--- config.mk ---
export PLATFORM = sky130hd
export DESIGN_NAME = mem_access_unit_flat
export DESIGN_NICKNAME = d
export VERILOG_FILES = /design/src/rtl/mem_access_unit_if.sv /design/src/rtl/mem_access_unit.sv /design/src/flat_wrapper.sv
export SDC_FILE = /design/constraint.sdc
export NUM_CORES = 1
export LEC_CHECK = 0
export CORE_ASPECT_RATIO = 1.2
export CORE_UTILIZATION = 35
export DETAILED_ROUTE_END_ITERATION = 8
export GPL_TIMING_DRIVEN = 0
export PLACE_DENSITY_LB_ADDON = 0.2
export RECOVER_POWER = 50
export SETUP_SLACK_MARGIN = 0.3
export SLEW_MARGIN = 20
export SYNTH_ARGS = -nofsm -noshare
export SYNTH_HDL_FRONTEND = slang
export SYNTH_SLANG_ARGS = --single-unit
--- constraint.sdc ---
create_clock -name clk -period 4.12 [get_ports clk]
set_input_delay 0.824 -clock clk [delete_from_list [all_inputs] [get_ports clk]]
set_output_delay 0.824 -clock clk [all_outputs]
set_load 0.05 [all_outputs]
--- src/rtl/mem_access_unit_if.sv ---
// Data-memory BRAM port bundle between the MEM stage and the Memory block.
// The MEM stage drives the port as master; the BRAM side is the slave.
interface mem_access_unit_if #(
  parameter int ADDR_W = 32
);
  logic              mem_ena;
  logic [3:0]        mem_wea;
  logic [ADDR_W-1:0] mem_addra;
  logic [31:0]       mem_dina;
  logic [31:0]       mem_douta;

  modport master (
    output mem_ena,
    output mem_wea,
    output mem_addra,
    output mem_dina,
    input  mem_douta
  );

  modport slave (
    input  mem_ena,
    input  mem_wea,
    input  mem_addra,
    input  mem_dina,
    output mem_douta
  );
endinterface

--- src/rtl/mem_access_unit.sv ---
// MIPS MEM stage: BRAM access issue, misalignment detection, MEM/WB register
// and load-data alignment/extension for writeback.
module mem_access_unit #(
  parameter int ADDR_W = 32
) (
  input  logic              clk,
  input  logic              rst,
  input  logic              ex_valid,
  input  logic              ex_mem_rd,
  input  logic              ex_mem_wr,
  input  logic [1:0]        ex_size,
  input  logic              ex_unsigned,
  input  logic [ADDR_W-1:0] ex_alu_res,
  input  logic [31:0]       ex_rt_data,
  input  logic [4:0]        ex_rd,
  input  logic              ex_w_reg_ena,
  input  logic              ex_wb_sel,
  input  logic              stall,
  input  logic              flush,
  mem_access_unit_if.master mem,
  output logic              wb_valid,
  output logic [31:0]       wb_mem_data,
  output logic [ADDR_W-1:0] wb_alu_res,
  output logic [4:0]        wb_rd,
  output logic              wb_w_reg_ena,
  output logic              wb_wb_sel,
  output logic              wb_exc_adel,
  output logic              wb_exc_ades,
  output logic [ADDR_W-1:0] wb_badvaddr
);

  logic [1:0]  off;
  logic        is_byte;
  logic        is_half;
  logic        is_word;
  logic        mis;
  logic        issue;
  logic        ld_go;
  logic        st_go;
  logic [3:0]  lanes;
  logic [31:0] st_data;

  logic        ld_pend;
  logic [1:0]  ld_off;
  logic [1:0]  ld_size;
  logic        ld_uns;

  assign off     = ex_alu_res[1:0];
  assign is_byte = (ex_size == 2'b00);
  assign is_half = (ex_size == 2'b01);
  assign is_word = ex_size[1];

  assign mis   = (is_half & off[0]) |
                 (is_word & (off != 2'b00));
  assign issue = ex_valid & ~stall & ~flush & ~rst;
  assign ld_go = issue & ex_mem_rd & ~mis;
  assign st_go = issue & ex_mem_wr & ~mis;

  // Stores replicate the datum across the word; lanes pick the bytes.
  always_comb begin
    lanes   = 4'b0000;
    st_data = ex_rt_data;
    unique case (1'b1)
      is_byte: begin
        lanes   = 4'b0001 << off;
        st_data = {4{ex_rt_data[7:0]}};
      end
      is_half: begin
        lanes   = off[1] ? 4'b1100 : 4'b0011;
        st_data = {2{ex_rt_data[15:0]}};
      end
      is_word: begin
        lanes   = 4'b1111;
        st_data = ex_rt_data;
      end
    endcase
  end

  assign mem.mem_ena   = ld_go | st_go;
  assign mem.mem_wea   = st_go ? lanes : 4'b0000;
  assign mem.mem_addra = {2'b00, ex_alu_res[ADDR_W-1:2]};
  assign mem.mem_dina  = st_data;

  always_ff @(posedge clk or posedge rst) begin
    if (rst) begin
      wb_valid     <= 1'b0;
      wb_alu_res   <= '0;
      wb_rd        <= '0;
      wb_w_reg_ena <= 1'b0;
      wb_wb_sel    <= 1'b0;
      wb_exc_adel  <= 1'b0;
      wb_exc_ades  <= 1'b0;
      wb_badvaddr  <= '0;
      ld_pend      <= 1'b0;
      ld_off       <= '0;
      ld_size      <= '0;
      ld_uns       <= 1'b0;
    end else if (flush || (!stall && !ex_valid)) begin
      wb_valid     <= 1'b0;
      wb_alu_res   <= '0;
      wb_rd        <= '0;
      wb_w_reg_ena <= 1'b0;
      wb_wb_sel    <= 1'b0;
      wb_exc_adel  <= 1'b0;
      wb_exc_ades  <= 1'b0;
      wb_badvaddr  <= '0;
      ld_pend      <= 1'b0;
      ld_off       <= '0;
      ld_size      <= '0;
      ld_uns       <= 1'b0;
    end else if (!stall) begin
      wb_valid     <= issue;
      wb_alu_res   <= ex_alu_res;
      wb_rd        <= ex_rd;
      wb_w_reg_ena <= ex_w_reg_ena & ~(mis & ex_mem_rd);
      wb_wb_sel    <= ex_wb_sel;
      wb_exc_adel  <= issue & ex_mem_rd & mis;
      wb_exc_ades  <= issue & ex_mem_wr & mis;
      wb_badvaddr  <= (mis & (ex_mem_rd | ex_mem_wr))
                      ? ex_alu_res : '0;
      ld_pend      <= ld_go;
      ld_off       <= off;
      ld_size      <= ex_size;
      ld_uns       <= ex_unsigned;
    end
  end

  logic [7:0]  ld_byte;
  logic [15:0] ld_half;
  logic        ld_sgn_b;
  logic        ld_sgn_h;

  assign ld_byte  = mem.mem_douta[{ld_off, 3'b000} +: 8];
  assign ld_half  = ld_off[1] ? mem.mem_douta[31:16]
                              : mem.mem_douta[15:0];
  assign ld_sgn_b = ~ld_uns & ld_byte[7];
  assign ld_sgn_h = ~ld_uns & ld_half[15];

  always_comb begin
    wb_mem_data = '0;
    if (ld_pend) begin
      unique case (1'b1)
        (ld_size == 2'b00): wb_mem_data = {{24{ld_sgn_b}}, ld_byte};
        (ld_size == 2'b01): wb_mem_data = {{16{ld_sgn_h}}, ld_half};
        ld_size[1]:         wb_mem_data = mem.mem_douta;
      endcase
    end
  end

endmodule
--- src/flat_wrapper.sv ---
// flat-port wrapper written by rule: the top's interface ports become plain ports
module mem_access_unit_flat 
#(
  parameter int ADDR_W = 32
)
  (clk, rst, ex_valid, ex_mem_rd, ex_mem_wr, ex_size, ex_unsigned, ex_alu_res, ex_rt_data, ex_rd, ex_w_reg_ena, ex_wb_sel, stall, flush, wb_valid, wb_mem_data, wb_alu_res, wb_rd, wb_w_reg_ena, wb_wb_sel, wb_exc_adel, wb_exc_ades, wb_badvaddr, mem_mem_ena, mem_mem_wea, mem_mem_addra, mem_mem_dina, mem_mem_douta);
  mem_access_unit_if #(.ADDR_W(ADDR_W)) mem_i ();
  input  logic clk;
  input  logic rst;
  input  logic ex_valid;
  input  logic ex_mem_rd;
  input  logic ex_mem_wr;
  input  logic [1:0] ex_size;
  input  logic ex_unsigned;
  input  logic [ADDR_W-1:0] ex_alu_res;
  input  logic [31:0] ex_rt_data;
  input  logic [4:0] ex_rd;
  input  logic ex_w_reg_ena;
  input  logic ex_wb_sel;
  input  logic stall;
  input  logic flush;
  output logic wb_valid;
  output logic [31:0] wb_mem_data;
  output logic [ADDR_W-1:0] wb_alu_res;
  output logic [4:0] wb_rd;
  output logic wb_w_reg_ena;
  output logic wb_wb_sel;
  output logic wb_exc_adel;
  output logic wb_exc_ades;
  output logic [ADDR_W-1:0] wb_badvaddr;
  output wire logic [$bits(mem_i.mem_ena)-1:0] mem_mem_ena;
  output wire logic [$bits(mem_i.mem_wea)-1:0] mem_mem_wea;
  output wire logic [$bits(mem_i.mem_addra)-1:0] mem_mem_addra;
  output wire logic [$bits(mem_i.mem_dina)-1:0] mem_mem_dina;
  input wire logic [$bits(mem_i.mem_douta)-1:0] mem_mem_douta;
  assign mem_mem_ena = mem_i.mem_ena;
  assign mem_mem_wea = mem_i.mem_wea;
  assign mem_mem_addra = mem_i.mem_addra;
  assign mem_mem_dina = mem_i.mem_dina;
  assign mem_i.mem_douta = mem_mem_douta;
  mem_access_unit #(.ADDR_W(ADDR_W)) u_core (.clk(clk), .rst(rst), .ex_valid(ex_valid), .ex_mem_rd(ex_mem_rd), .ex_mem_wr(ex_mem_wr), .ex_size(ex_size), .ex_unsigned(ex_unsigned), .ex_alu_res(ex_alu_res), .ex_rt_data(ex_rt_data), .ex_rd(ex_rd), .ex_w_reg_ena(ex_w_reg_ena), .ex_wb_sel(ex_wb_sel), .stall(stall), .flush(flush), .mem(mem_i), .wb_valid(wb_valid), .wb_mem_data(wb_mem_data), .wb_alu_res(wb_alu_res), .wb_rd(wb_rd), .wb_w_reg_ena(wb_w_reg_ena), .wb_wb_sel(wb_wb_sel), .wb_exc_adel(wb_exc_adel), .wb_exc_ades(wb_exc_ades), .wb_badvaddr(wb_badvaddr));
endmodule
==> metrics, run 1 <==
status finished clean; nets about 800; share of post-route cells with drive strength above 1 0.154; Seq/Total Area, Yosys 0.451; Die ar. 12800 sq um; vias per inst ~5.2; worst-path maximum fanout 10; Port Buf Inserts between 200 and 300; HP Class flip-flop to flip-flop; Slew @ Worst Pin 1.01 ns; Detail Route Antenna Nets 0; DRC violations left 0; # IOs roughly 290; 1st-iter DRT viols around 160; H-tree Lvls 3; # fillers a little over 1000; clk sinks approximately 80; GR Overflow Total 0; pwr dens 305 nW/um^2; largest net degree at the start of global routing 36; first-pass iteration count of the detailed router 4; Worst slew margin 0.324; setup slack, reg-to-reg roughly 2.8 ns; Crit. End Element output pin; Slew Limit Fails 0; row count 44; min cycle time layout 3.77 ns; CORE AREA ~12000 sq um; total negative slack 0 ns; chip height 124 um; VDD IR-drop max 0.232 mV; Lkg Pwr roughly 3.5 nW; HPWL after DPL 12.0 mm; Placed Cells incl. Taps 851; Diodes inserted 0; Starting Density 0.359; Synth Area in Simple Gates 0.0529; XOR/XNOR Fraction of Synth Area 0.00607; Power, Total roughly 2.3 mW; Wirelength per Cell about 18 um; Distinct cells, synth 42; gr usage total 0.240; max cap viols 0; vias in the first global route between 4000 and 5000; mux contribution to synthesized area 0.103; Clock transition at path regs 0.05 ns; Adder-Cell Fraction of Synth Area 0; CTS tree yes; clk_lat worst skew ~0.32 ns; gp weighted congestion 0.885; area grow syn2layout 77.5%; Critical Path AT 2.94 ns; post-synthesis instance area 4330 sq um; cell count after synthesis 404; Synth Area in Compound Gates 0.261; Worst Setup Start Kind input port; register bit total from synthesis 78; RSZ-0062 raised after global routing no; first-pass GRT wire length 24.3 mm; overall routed net length 15.6 mm; Die Wd a little over 100 um; CTS Buf Count 9; via count between 4000 and 5000; Setup-failing EPs final 0; mean cell area of the mapped netlist 10.7 sq um; Clock Skews 0 ns; crit path kind input port to output pin; largest family of logic cells by synthesized area compound AO/OA/AOI/OAI gates; hold_buf cts 0; Final period util 0.914; Final Hold Fails 0; initial antenna violation count 0; maximum clock path buffer count 2; Critical Path RT between 3 and 4 ns; Yosys warnings 0; Clock Tree Root clkbuf_16; final std cells w/o fill approximately 870; max frequency between 200 and 300 MHz
[logic make-up (layout without fill, tap and decap cells)]
logic type      count (synthesis)  after routing
compound gates                140            140
xor+xnor                        3              3
buf+inv                        92            394
flops                          78             78
mux                            40             40
other cells                     1              2
simple gates                   50             50
[synthesized netlist by cell type, drive strengths merged]
master	instances	share of area
a211oi	1	0.0017
a21oi	26	0.030
a221oi	8	0.018
a22o	41	0.083
a31oi	2	0.0078
a32o	33	0.076
and2	1	0.0014
buf	61	0.098
clkbuf	18	0.016
clkinv	1	0.00087
conb	1	0.00087
dfrtp	78	0.45
inv	12	0.010
mux2	24	0.063
mux2i	15	0.035
mux4	1	0.0052
nand2	32	0.028
nand2b	1	0.0014
nand3	1	0.0012
nand3b	1	0.0017
nor2	5	0.0049
nor2b	1	0.0014
nor3	6	0.0081
nor3b	1	0.0029
o21a	1	0.0017
o21ai	9	0.010
o221ai	7	0.014
o22ai	9	0.013
o311ai	1	0.0020
o31ai	2	0.0035
or3b	1	0.0020
xnor2	1	0.0020
xor2	2	0.0040
[worst max-delay path: stages]
cell and delay (ns):
dlygate4sd3_1 0.56, nor3b_2 0.36, buf_2 0.30, nand2_1 0.13, nor3_1 0.17, dlygate4sd2_1 0.59
[cell type report]
cell class                      instances  area (sq um)  share of cell area
Multi-Input combinational cell        235          1840               0.240
Timing Repair Buffer                  286          2850               0.370
Buffer                                 79           483              0.0628
Clock inverter                          5          82.6              0.0107
Clock buffer                           11           233              0.0303
Inverter                               13          50.0             0.00651
Sequential cell                        78          1950               0.254
Tap cell                              161           201              0.0262
[sequential cells by signal (all words and copies together), names as in the netlist]
name	flops
u_core.ld_uns	1
u_core.wb_exc_ades	1
u_core.ld_off	1
u_core.ld_pend	1
u_core.wb_wb_sel	1
u_core.wb_valid	1
u_core.wb_alu_res	31
u_core.ld_size	2
u_core.wb_badvaddr	32
u_core.wb_exc_adel	1
u_core.wb_w_reg_ena	1
u_core.wb_rd	5
[per-stage QoR]
step / hold slack, ns / setup slack, ns / instance area [sq um] / utilization
4_1_cts: 0.482 / 0.310 / 7690 / 0.638
2_1_floorplan: 0.473 / 0.151 / 4340 / -
3_5_place_dp: 0.463 / 0.0274 / 7410 / 0.615
6_report: 0.483 / 0.353 / 7690 / 0.638
3_3_place_gp: 0.460 / -1.08 / 7370 / 0.611
5_1_grt: 0.496 / 0.230 / 7690 / 0.638
[cells in the final DEF, fill, tap and decap left out, types with 4 or more instances in the layout]
| cell type | Yosys | routed |
|---|---|---|
| inv_1 | 12 | 11 |
| a221oi_1 | 7 | 7 |
| dlymetal6s2s_1 | 0 | 8 |
| buf_4 | 42 | 42 |
| a22o_1 | 40 | 40 |
| clkbuf_2 | 1 | 4 |
| nor3_1 | 5 | 5 |
| o21ai_0 | 9 | 9 |
| dlygate4sd3_1 | 0 | 12 |
| clkbuf_16 | 0 | 9 |
| dlygate4sd2_1 | 0 | 25 |
| a21oi_1 | 26 | 26 |
| nand2_1 | 32 | 32 |
| o221ai_1 | 7 | 7 |
| mux2i_1 | 15 | 15 |
| o22ai_1 | 9 | 9 |
| buf_2 | 17 | 11 |
| clkbuf_1 | 17 | 27 |
| mux2_2 | 23 | 23 |
| dfrtp_1 | 78 | 78 |
| nor2_1 | 4 | 4 |
| clkdlybuf4s50_1 | 0 | 234 |
| a32o_1 | 33 | 33 |
[report_power, final]
part	internal, mW	switching, mW
Combinational	0.282	0.417
Sequential	0.789	0.0137
Clock	0.533	0.308
[routing by layer]
layer	share of wire	global-route usage
met3	0.066	0.0638
met2	0.52	0.430
met4	0.016	0.0797
met5	0	0
met1	0.40	0.279
[what timing repair did]
| action | CTS | global route |
|---|---|---|
| setup buffers | 0 | 1 |
| setup endpoints to repair | 29 | 12 |
| gates cloned | 0 | 0 |
| pin swaps | 0 | 0 |
| resized for setup | 29 | 19 |
[final timing paths]
path / from / endpoint / cells after the start
min: u_core.wb_exc_ades / u_core.wb_exc_ades / 2
min reg2reg: u_core.wb_exc_ades / u_core.wb_exc_ades / 2
max reg2reg: u_core.ld_size[1] / u_core.ld_size[1] / 3
min in group asynchronous: rst / u_core.wb_badvaddr[8] / 3
max: stall / mem_mem_ena / 6
max in group asynchronous: rst / u_core.wb_alu_res[31] / 4
No activity file was read; power rests on OpenSTA's default activity.
==> run 2: changes to the inputs <==
--- a/config.mk
+++ b/config.mk
@@ -7,9 +7,10 @@
 export LEC_CHECK = 0
 export CORE_ASPECT_RATIO = 1.2
 export CORE_UTILIZATION = 35
+export CTS_CLUSTER_SIZE = 30
 export DETAILED_ROUTE_END_ITERATION = 8
 export GPL_TIMING_DRIVEN = 0
-export PLACE_DENSITY_LB_ADDON = 0.2
+export PLACE_DENSITY = 0.79
 export RECOVER_POWER = 50
 export SETUP_SLACK_MARGIN = 0.3
 export SLEW_MARGIN = 20
==> run 2 against run 1 <==
The run now ends with capacitance limit, slew limit left. Die area did not move. Clock skew did not move. Non-clock buffer count fell by 1. Total power rose by 0.65%. Combinational power barely moved. Flip-flop and latch count did not move. Design area barely moved. Cell count fell by 0.12%. Via count rose by 2.2%. Fmax rose by 0.66%. Hold slack improved by 0.0041 ns. Sequential share of layout area barely moved.
==> metrics, run 2 (synthesis results as in run 1) <==
status finished with violations; violated checks capacitance limit, slew limit; Critical Path AT 2.92 ns (-0.02 ns); Min-Delay Endpoint u_core.wb_badvaddr[16]; Reg with most FFs u_core.wb_badvaddr; commonest non-fill, non-tap cell in the layout clkdlybuf4s50_1; maximum clock path buffer count 2 (unchanged); clk_lat worst skew 0.32 ns (about the same); HP Class flip-flop to flip-flop; largest net degree at the start of global routing 35 (-2.8%); H-tree Lvls 3 (unchanged); min cycle time layout 3.74 ns (-0.0247 ns); most frequent cells in the layout clkdlybuf4s50_1 (225), dfrtp_1 (78), buf_4 (42); reg2reg end u_core.ld_size[1]; vias per inst 5.28 (+2.3%); 1st-iter DRT viols 182 (+12%); Post-CTS Setup Bufs 0 (unchanged); Slew @ Worst Pin 1.60 ns (+0.588 ns); Wirelength per Cell 18.7 um (+4.2%); # IOs 288 (unchanged); Slew Limit Fails 31 (+31); crit path kind input port to output pin; initial antenna violation count 0 (unchanged); Crit. End Element output pin; max cap viols 1 (+1); row count 44 (unchanged); pwr dens 307 nW/um^2 (+0.75%); Reg2Reg Depth 3 (unchanged); CORE AREA 12100 sq um (unchanged); overall routed net length 16.2 mm (+4.1%); Clock Skews 0 ns (unchanged); GR Overflow Total 0 (unchanged); worst min-delay path startpoint u_core.wb_badvaddr[16]; VDD IR-drop max 0.364 mV (+57%); Placed Cells incl. Taps 851 (unchanged); Worst Setup Start Kind input port; Clock transition at path regs 0.06 ns (about the same); Lkg Pwr 3.51 nW (+0.70%); RSZ-0062 raised after global routing no; share of post-route cells with drive strength above 1 0.154 (+0.000218); vias in the first global route 4543 (-0.44%); Die Wd 104 um (unchanged); Worst slew margin -0.0679 (-0.392); Port Buf Inserts 283 (unchanged); top flop regs u_core.wb_badvaddr (32), u_core.wb_alu_res (31), u_core.wb_rd (5); worst hold path depth 1 (-1); Final period util 0.908 (-0.00599); Starting Density 0.359 (unchanged); clk sinks 78 (unchanged); Setup-failing EPs final 0 (unchanged); gr usage total 0.249 (+0.00945); worst-path maximum fanout 10 (unchanged); chip height 124 um (unchanged); Die ar. 12800 sq um (unchanged); setup slack, reg-to-reg 2.75 ns (-0.02 ns); max FFs per register 32 (unchanged); Final Hold Fails 0 (unchanged); via count 4579 (+2.2%); Power, Total 2.36 mW (+0.65%); hold_buf cts 0 (unchanged); Diodes inserted 0 (unchanged); first-pass iteration count of the detailed router 7 (+3); max frequency 267 MHz (+0.66%); total negative slack 0 ns (unchanged); CTS Buf Count 9 (unchanged); Critical Path RT 3.30 ns (about the same); DRC violations left 0 (unchanged); post-CTS sizing 28 (-3.4%); RR Startpoint u_core.ld_size[1]; final std cells w/o fill 867 (-0.12%); Clock Tree Root clkbuf_16; first-pass GRT wire length 24.9 mm (+2.8%); gp weighted congestion 0.860 (-2.8%); HPWL after DPL 12.6 mm (+5.3%); nets 814 (-0.12%); CTS tree yes; Detail Route Antenna Nets 0 (unchanged); area grow syn2layout 77.4% (about the same)
## run 2: changes by cell type in the layout (fill, tap and decap cells not counted), sizes merged
cell | before | now
clkdlybuf4s50 | 234 | 225
dlygate4sd3 | 12 | 21
clkinvlp | 1 | 3
clkinv | 3 | 1
inv | 12 | 13
dlygate4sd2 | 25 | 24
buf | 57 | 56
dlymetal6s2s | 8 | 9
clkbuf | 40 | 39
## run 2: power breakdown
| part | leakage (nW) | switching (mW) | internal [mW] | total, mW |
|---|---|---|---|---|
| combinational | 2.28 | 0.419 | 0.279 | 0.699 |
| clock | 0.150 | 0.321 | 0.535 | 0.856 |
| sequential | 1.07 | 0.0141 | 0.789 | 0.803 |
| total | 3.51 | 0.754 | 1.60 | 2.36 |
## run 2: worst max path at each step
stage / from / to / slack, ns / depth (start not counted)
after global routing: stall / mem_mem_ena / 0.26 / 6
after global placement: rst / mem_mem_wea[0] / -1.06 / 5
final: stall / mem_mem_ena / 0.38 / 6
after CTS: ex_size[1] / mem_mem_dina[29] / 0.30 / 6
after detailed placement: stall / mem_mem_wea[0] / 0.03 / 6
after floorplan: rst / mem_mem_wea[1] / 0.15 / 3
## run 2: layer usage
layer,vias to the layer above,share of wire,wire [um],global-route usage
met3,28,0.065,1060,0.0597
met5,-,0,0,0
met4,0,0.019,303,0.0851
met2,185,0.51,8310,0.438
met1,2285,0.40,6570,0.301
li1,2081,-,-,-
## run 2: cell type report
cell class | instances | area (sq um)
multi-input combinational | 235 | 1840
fill | 1003 | 4380
timing repair buffer | 285 | 2830
inverter | 13 | 52.6
tap | 161 | 201
buffer | 79 | 483
sequential | 78 | 1950
clock buffer | 10 | 229
clock inverter | 6 | 92.6
## run 2: metrics by stage
step,hold slack [ns],worst slack [ns],cell area (sq um),utilization
detailed placement,0.462,0.0303,7410,0.615
global route,0.508,0.261,7680,0.637
CTS,0.485,0.300,7700,0.639
finish,0.487,0.377,7680,0.637
global placement,0.452,-1.06,7370,0.611
floorplan,0.473,0.151,4340,-
## run 2: worst max-delay path: stages
cell and delay, ns:
dlygate4sd3_1 0.57, nor3b_2 0.35, buf_2 0.31, nand2_1 0.12, nor3_1 0.15, dlygate4sd2_1 0.59
==> run 3: changes to the inputs <==
--- a/config.mk
+++ b/config.mk
@@ -6,12 +6,14 @@
 export NUM_CORES = 1
 export LEC_CHECK = 0
 export CORE_ASPECT_RATIO = 1.2
+export CORE_MARGIN = 4
 export CORE_UTILIZATION = 35
 export CTS_CLUSTER_SIZE = 30
 export DETAILED_ROUTE_END_ITERATION = 8
 export GPL_TIMING_DRIVEN = 0
 export PLACE_DENSITY = 0.79
 export RECOVER_POWER = 50
+export REMOVE_ABC_BUFFERS = 1
 export SETUP_SLACK_MARGIN = 0.3
 export SLEW_MARGIN = 20
 export SYNTH_ARGS = -nofsm -noshare
==> run 3 against run 2 <==
The run now ends clean. Hold slack got worse by 0.0050 ns. Non-clock buffer count down 68. Combinational power decreased by 4.3%. First-iteration DRC count is 100% higher. Core utilization fell by 2.7 points. Cell count decreased by 7.7%. Clock power rose by 2.8%. Count of clock-buffer cells in the layout rose by 2. Largest power group unchanged.
==> metrics, run 3 (synthesis results as in run 1) <==
Port Buf Inserts 285 (+0.71%); area grow syn2layout 70.6%; Final Hold Fails 0 (unchanged); gp weighted congestion 0.749 (-13%); Post-Layout Inst Area 7390 sq um (-3.8%); CTS tree yes; initial antenna violation count 0 (unchanged); 1st-iter DRT viols 365 (+100%); worst-path maximum fanout 21 (+11); Switching Share 0.315 (-0.00504); dpl ws -0.321 ns (-0.351 ns); clk_lat worst skew 0.33 ns (about the same); Clock Tree Root clkbuf_16; max cap viols 0 (-1); Clock power frac 0.373 (+0.010); Lkg Pwr 3.26 nW (-6.9%); Diodes inserted 0 (unchanged); Slew Limit Fails 0 (-100%); via count 4252 (-7.1%); overall routed net length 16.0 mm (-1.6%); Worst slew margin 0.109 (+0.177); DRC violations left 0 (unchanged); VDD IR-drop max 0.263 mV (-28%); nets 747 (-8.2%); vias per inst 5.32 (+0.64%); Crit. End Element output pin; Switch Pwr 0.743 mW (-1.5%); RR Startpoint u_core.wb_alu_res[1]; Clock transition at path regs 0.06 ns (about the same); Die Wd 110 um (+5.8%); maximum clock path buffer count 2 (unchanged); Buffers & Inverters on Critical Path 3 (unchanged); H-tree Lvls 3 (unchanged); Clock Skews 0 ns (unchanged); share of post-route cells with drive strength above 1 0.0955 (-0.0589); Detail Route Antenna Nets 0 (unchanged); # fillers 1016 (+1.3%); Die ar. 14200 sq um (+11%); Reg with most FFs u_core.wb_badvaddr; crit-path cells dlygate4sd3_1 -> nor3b_4 -> buf_6 -> nand3_1 -> nor3_1 -> dlygate4sd2_1; crit path kind input port to output pin; row count 44 (unchanged); chip height 130 um (+4.8%); Power, Total 2.36 mW (about the same); delay-heaviest family, CP buffers and inverters; status finished clean; clk sinks 78 (unchanged); vias in the first global route 4474 (-1.5%); Placed Cells incl. Taps 782 (-8.1%); RSZ-0062 raised after global routing no; P_int 1.62 mW (+0.84%); max FFs per register 32 (unchanged); Worst Setup Start Kind input port; HPWL after DPL 12.1 mm (-4.0%); # IOs 288 (unchanged); Setup-failing EPs final 0 (unchanged); first-pass iteration count of the detailed router 4 (-3); Wirelength per Cell 20.0 um (+6.6%); total negative slack 0 ns (unchanged); Core Util, Final 0.610 (-0.0272); Slew @ Worst Pin 1.33 ns (-0.268 ns); CORE AREA 12100 sq um (+0.46%); largest net degree at the start of global routing 53 (+51%); Starting Density 0.358 (-0.00163); max frequency 266 MHz (-0.41%); slowest stage delay, CP 0.59 ns (about the same); worst min-delay path startpoint u_core.wb_valid; CTS Buf Count 9 (unchanged); Critical Path RT 3.30 ns (about the same); sequential share of power 0.344 (+0.003); hold slack final 0.482 ns (-0.00502 ns); min cycle time layout 3.76 ns (+0.0154 ns); Gate power share 0.284 (-0.012); gr usage total 0.215 (-0.0337); Cell Area, Placed 7120 sq um (-4.0%); Crit-path slowest cell dlygate4sd3_1; first-pass GRT wire length 24.0 mm (-3.8%); HP Class flip-flop to flip-flop; Critical Path AT 2.93 ns (about the same); final std cells w/o fill 800 (-7.7%); top flop regs u_core.wb_badvaddr (32), u_core.wb_alu_res (31), u_core.wb_rd (5); Setup crit start flush; pwr dens 319 nW/um^2 (+4.1%); setup ws final 0.362 ns (-0.0154 ns); commonest non-fill, non-tap cell in the layout clkdlybuf4s50_1; GR Overflow Total 0 (unchanged); most frequent cells in the layout clkdlybuf4s50_1 (216), dfrtp_1 (76), a22o_1 (40); Final period util 0.912 (+0.00373)
## run 3: cell count changes in the layout (fill, tap and decap cells not counted), moves of 4 or more
cell and delta:
buf_4 -42, clkbuf_1 -21, dlygate4sd3_1 +17, buf_2 -11
clkdlybuf4s50_1 -9, dlymetal6s2s_1 -8, dlygate4sd2_1 +4
## run 3: power groups by stage
stage | Sequential, mW | Clock (mW) | Combinational [mW]
finish | 0.811 | 0.880 | 0.669
global route | 0.814 | 0.933 | 0.700
CTS | 0.811 | 0.902 | 0.685
detailed placement | 0.824 | 0 | 0.681
global placement | 0.823 | 0 | 0.647
floorplan | 0.896 | 0 | 0.205
## run 3: layer usage
metal  part of all wire  global-route usage
met2               0.51               0.381
met4              0.024              0.0807
met1               0.37               0.239
met5                  0                   0
met3              0.091              0.0703
## run 3: area by class of cell
| cell class | instances | area (sq um) | share of cell area |
|---|---|---|---|
| tap | 161 | 201 | 0.0273 |
| sequential | 78 | 1950 | 0.265 |
| multi-input combinational | 236 | 1890 | 0.256 |
| timing repair buffer | 296 | 2950 | 0.400 |
| clock inverter | 4 | 77.6 | 0.0105 |
| clock buffer | 12 | 256 | 0.0347 |
| inverter | 13 | 51.3 | 0.00694 |
## run 3: worst paths after layout
path                                   endpoint  slack, ns  cells after the start
setup / recovery                 mem_mem_wea[0]       0.36                      6
hold / removal                  u_core.wb_valid       0.48                      2
setup reg to reg           u_core.wb_alu_res[1]       3.05                      1
hold reg to reg                 u_core.wb_valid       0.48                      2
max in group asynchronous       u_core.wb_valid       2.57                      3
min in group asynchronous       u_core.wb_rd[3]       0.96                      2
## run 3: timing repair
action | CTS | global route
gates resized for setup | 38 | 2
buffers inserted | 1 | 0
endpoints found under the setup margin | 60 | 2
hold endpoints to repair | 0 | 0
cloned | 1 | 0
hold buffers | 0 | 0
pin swaps | 2 | 0
